<file path="src/rtl/moore_seq_detector.sv">
// Configurable Moore serial pattern detector with run-time pattern/length and overlap mode.
// Optional saturating match counter is built only when MOORE_DET_CNT_EN is defined.
module moore_seq_detector #(
   parameter int             N        = 6,
   parameter logic [N-1:0]   PAT_INIT = N'(6'b101101),
   parameter int             CNT_W    = 8
) (
   input  logic                     cl,
   input  logic                     r,
   input  logic                     en,
   input  logic                     j,
   input  logic                     ovl,
   input  logic                     pat_ld,
   input  logic [N-1:0]             pat_in,
   input  logic [$clog2(N+1)-1:0]   len_in,
   input  logic                     cnt_clr,
   output logic                     w,
   output logic [$clog2(N+1)-1:0]   prog,
   output logic [CNT_W-1:0]         match_cnt
);

   localparam int LW = $clog2(N+1);

   logic [N-1:0]  pat_q, nxt_pat;
   logic [LW-1:0] len_q, nxt_len;
   logic [N-1:0]  hist_q, nxt_hist;
   logic [LW-1:0] prog_q, nxt_prog;
   logic [LW-1:0] step_val;
   logic          enter_match;
   logic          unused_ok;

   function automatic logic [LW-1:0] clamp_len(input logic [LW-1:0] l);
      if (l == '0)
         return LW'(1);
      else if (int'(l) > N)
         return LW'(N);
      else
         return l;
   endfunction

   // Longest pattern prefix (<= len) ending the stream {hist, jb}. Only the last
   // cur bits of history are trusted, which keeps restarts and loads exact.
   function automatic logic [LW-1:0] step_prog(input logic [N-1:0]  pat,
                                                input logic [N-2:0]  hist,
                                                input logic [LW-1:0] len,
                                                input logic [LW-1:0] cur,
                                                input logic          jb);
      logic [N-1:0] s;
      logic         ok;
      int           best;
      s    = {hist, jb};
      best = 0;
      for (int k = 1; k <= N; k++) begin
         if (k <= int'(len) && (k - 1) <= int'(cur)) begin
            ok = 1'b1;
            for (int t = 0; t < k; t++)
               if (pat[t] != s[k-1-t]) ok = 1'b0;
            if (ok) best = k;
         end
      end
      return LW'(best);
   endfunction

   assign step_val = (prog_q == len_q && !ovl) ? ((j == pat_q[0]) ? LW'(1) : LW'(0))
                                                : step_prog(pat_q, hist_q[N-2:0], len_q, prog_q, j);
   assign enter_match = en && !pat_ld && (step_val == len_q);

   always_ff @(posedge cl) begin
      if (r) begin
         pat_q  <= PAT_INIT;
         len_q  <= LW'(N);
         hist_q <= '0;
         prog_q <= '0;
      end else begin
         pat_q  <= nxt_pat;
         len_q  <= nxt_len;
         hist_q <= nxt_hist;
         prog_q <= nxt_prog;
      end
   end

   always_comb begin
      nxt_pat  = pat_q;
      nxt_len  = len_q;
      nxt_hist = hist_q;
      nxt_prog = prog_q;
      if (pat_ld) begin
         nxt_pat  = pat_in;
         nxt_len  = clamp_len(len_in);
         nxt_hist = '0;
         nxt_prog = '0;
      end else if (en) begin
         nxt_hist = {hist_q[N-2:0], j};
         nxt_prog = step_val;
      end
   end

   always_comb begin
      w = (prog_q == len_q);
   end

   assign prog = prog_q;

`ifdef MOORE_DET_CNT_EN
   logic [CNT_W-1:0] cnt_q;

   // A clear coinciding with a new match leaves that match counted.
   always_ff @(posedge cl) begin
      if (r)
         cnt_q <= '0;
      else if (cnt_clr)
         cnt_q <= enter_match ? CNT_W'(1) : '0;
      else if (enter_match && cnt_q != '1)
         cnt_q <= cnt_q + CNT_W'(1);
   end

   assign match_cnt = cnt_q;
   assign unused_ok = hist_q[N-1];
`else
   assign match_cnt = '0;
   assign unused_ok = ^{cnt_clr, enter_match, hist_q[N-1]};
`endif

endmodule

</file>
<file path="config.mk">
export PLATFORM = sky130hd
export DESIGN_NAME = moore_seq_detector
export DESIGN_NICKNAME = d
export VERILOG_FILES = /design/src/rtl/moore_seq_detector.sv
export SDC_FILE = /design/constraint.sdc
export NUM_CORES = 1
export LEC_CHECK = 0
export BUFFER_PORTS_ARGS = -buffer_cell sky130_fd_sc_hd__buf_4
export CAP_MARGIN = 20
export CORE_MARGIN = 2
export CORE_UTILIZATION = 52
export CTS_BUF_LIST = sky130_fd_sc_hd__clkbuf_8 sky130_fd_sc_hd__clkbuf_16
export DETAILED_ROUTE_END_ITERATION = 8
export HOLD_SLACK_MARGIN = 0.02
export PLACE_DENSITY = 0.79
export SYNTH_ARGS = -nofsm -noshare
export SYNTH_HDL_FRONTEND = slang
export SYNTH_SLANG_ARGS = --single-unit
</file>
<file path="constraint.sdc">
create_clock -name cl -period 1.96 [get_ports cl]
set_input_delay 0.392 -clock cl [delete_from_list [all_inputs] [get_ports cl]]
set_output_delay 0.392 -clock cl [all_outputs]
set_load 0.02 [all_outputs]
</file>
==> impl_metrics.tcl <==
set metrics [dict create \
    grt_max_degree 19 \
    finalClockSkew_ns 0.00307 \
    drt_iter0_markers 18 \
    cp_max_fo 7 \
    setup_tns_ns 0 \
    vias_per_cell 5.31 \
    slowest_delay_ns 0.55 \
    postCtsSetupRepairBufs 0 \
    routedWlPerCell_um 12.4 \
    synthTopCellsByCount "dfxtp_1 (17), xor2_1 (17), nor2_1 (12)" \
    async_reset_ff_frac 0 \
    rrSetupSlack_ns 0.25 \
    cts-resized-gates 0 \
    num-nets-final 157 \
    criticalPathCategory "reg2reg" \
    dieArea_um2 2580 \
    cts_sinks 17 \
    min_path_type "in2reg" \
    path_buf_inv 0 \
    min_period_ns 1.71 \
    grt_pass1_wl_mm 3.71 \
    coreArea_um2 2020 \
    synth.avg_cell_area_um2 8.68 \
    grtUsageTotal 0.189 \
    hold_ws_ns 0.337 \
    synth_area_leaders "dfxtp_1 (30%), xor2_1 (13%), mux2i_1 (6.2%)" \
    synth_enable_flop_cells 0 \
    syn_to_final_growth_pct 9.57 \
    cp_top_family "simple AND/OR/NAND/NOR gates" \
    rsz0062_at_grt "no" \
    synth_seq_cells 17 \
    critPathSlowestCell "dfxtp_1" \
    synth_top_cell_by_area "dfxtp_1" \
    reg2regPathDepth 5 \
    synth_top_area_frac 0.299 \
    rr_endpoint "prog[2]" \
    start_kind "register" \
    placed_cells 163 \
    worstPathRequired_ns 2.15 \
    cts_hold_buf 0 \
    final-setup-viol-count 0 \
    cp-end-kind "register" \
    finalHoldViolations 0 \
    diodes 0 \
    fin_util 0.616 \
    stdcell_count 167 \
    static-leakage-power_nw 0.526 \
    num_rows 16 \
    cts_buffer_depth 2 \
    num_vias 887 \
    status "finished clean" \
    start_util 0.563 \
    synthCells 131 \
    antenna_found_initial 0 \
    grt_remaining_overflow 0 \
    finalCritPeriodShare 0.873 \
    grt_pass1_vias 885 \
    ios 28 \
    clk_pin_slew_worst_paths_ns 0.06 \
    whs_path_depth 2 \
    hp-start "pat_in[3]" \
    drv_slew 0 \
    antenna_left 0 \
    gp_congestion 0.922 \
    cp.arrival_ns 1.90 \
    die_w_um 50.8 \
    hold_end "pat_q[3]" \
    cts_tree "yes" \
    drive_gt1_frac 0.171 \
    synth-main-ff-cell "dfxtp_1" \
    cts_root_buffer "clkbuf_8" \
    worstPathCellList "xor2_1 -> nor4_1 -> a21boi_0 -> and3_4 -> nor3_2" \
    routed_wirelength_mm 2.07 \
    dp_hpwl_mm 1.61 \
    fp.dieH_um 50.8 \
    synthDistinctLibCells 35 \
    htreeDepth 1 \
    io_buffer_count 18 \
    fillCellCount 189 \
    seq_area_frac_synth 0.299 \
    cts-buffers-inserted 3 \
    reg2reg_from "pat_q[0]" \
    yosysWarnings 0 \
    first_pass_iters 4 \
    max_cap_violations 0 \
    power.density_nw_per_um2 640 \
    clk_latency_ns 0.25 \
    netlist_area_um2 1140 \
    drc 0 \
    ir_drop_mv 0.563 \
    max_freq_mhz 584 \
]
-- through the flow --
step                      setup WS (ns)  total power, mW  area [µm²]
after detailed placement          0.290            0.547        1200
after global routing             0.0959            0.836        1250
after floorplan                   0.430            0.523        1160
after CTS                         0.273            0.803        1250
final                             0.249            0.797        1250
after global placement            0.323            0.542        1200
-- sequential cells by signal (all words and copies together), names as in the netlist --
name and flops:
len_q 3, hist_q 5, pat_q 6, prog 3
-- metal layers --
layer / vias up / share of wire / GRT usage
li1: 454 / - / -
met1: 404 / 0.46 / 0.211
met2: 23 / 0.48 / 0.329
met3: 6 / 0.042 / 0.0357
met4: 0 / 0.019 / 0.117
met5: - / 0 / 0
-- area by class of cell --
| cell class | instances | area, µm² | area share |
|---|---|---|---|
| multi-input combinational | 101 | 692 | 0.555 |
| sequential | 17 | 340 | 0.273 |
| timing repair buffer | 18 | 135 | 0.108 |
| clock buffer | 3 | 41.3 | 0.0331 |
| tap | 27 | 33.8 | 0.0271 |
| clock inverter | 1 | 3.75 | 0.00301 |
-- worst max-delay path by stage --
stage	startpoint	endpoint	slack, ns	cells past startpoint
after floorplan	j	prog[2]	0.43	6
after global placement	pat_q[0]	prog[2]	0.32	5
after detailed placement	pat_q[0]	prog[2]	0.29	5
after CTS	pat_q[0]	prog[2]	0.27	5
after global routing	pat_q[0]	prog[2]	0.1	5
final	pat_q[0]	prog[2]	0.25	5
-- cells by family after synthesis --
| logic type | after synthesis | share of synthesized area |
|---|---|---|
| AO/OA/AOI/OAI | 24 | 0.154 |
| XOR/XNOR | 24 | 0.185 |
| buffers and inverters | 20 | 0.116 |
| flip-flops | 17 | 0.299 |
| multiplexers | 7 | 0.0616 |
| other | 1 | 0.00330 |
| AND/OR/NAND/NOR | 38 | 0.182 |
-- cell usage in the layout, fill, tap and decap left out, drive strengths merged --
| master | instances |
|---|---|
| or3 | 2 |
| nor2 | 12 |
| dfxtp | 17 |
| a211o | 6 |
| nor4 | 2 |
| nor2b | 6 |
| nor3 | 6 |
| o41ai | 1 |
| nor4b | 1 |
| and2 | 1 |
| o211ai | 1 |
| and3 | 1 |
| o221ai | 1 |
| o21ai | 4 |
| nand3 | 1 |
| a211oi | 2 |
| o22ai | 1 |
| nand2 | 3 |
| nand2b | 1 |
| a21oi | 3 |
| or2 | 2 |
| inv | 1 |
| a21o | 1 |
| mux2i | 7 |
| clkbuf | 3 |
| buf | 18 |
| a21boi | 1 |
| xor2 | 17 |
| conb | 8 |
| o2111ai | 2 |
| xnor2 | 7 |
| o32ai | 1 |
-- power breakdown --
part           internal (mW)  switching (mW)  leakage, nW
clock network          0.139           0.119       0.0269
logic                 0.0739          0.0749        0.359
registers              0.362          0.0290        0.140
No activity file was read; power rests on OpenSTA's default activity.
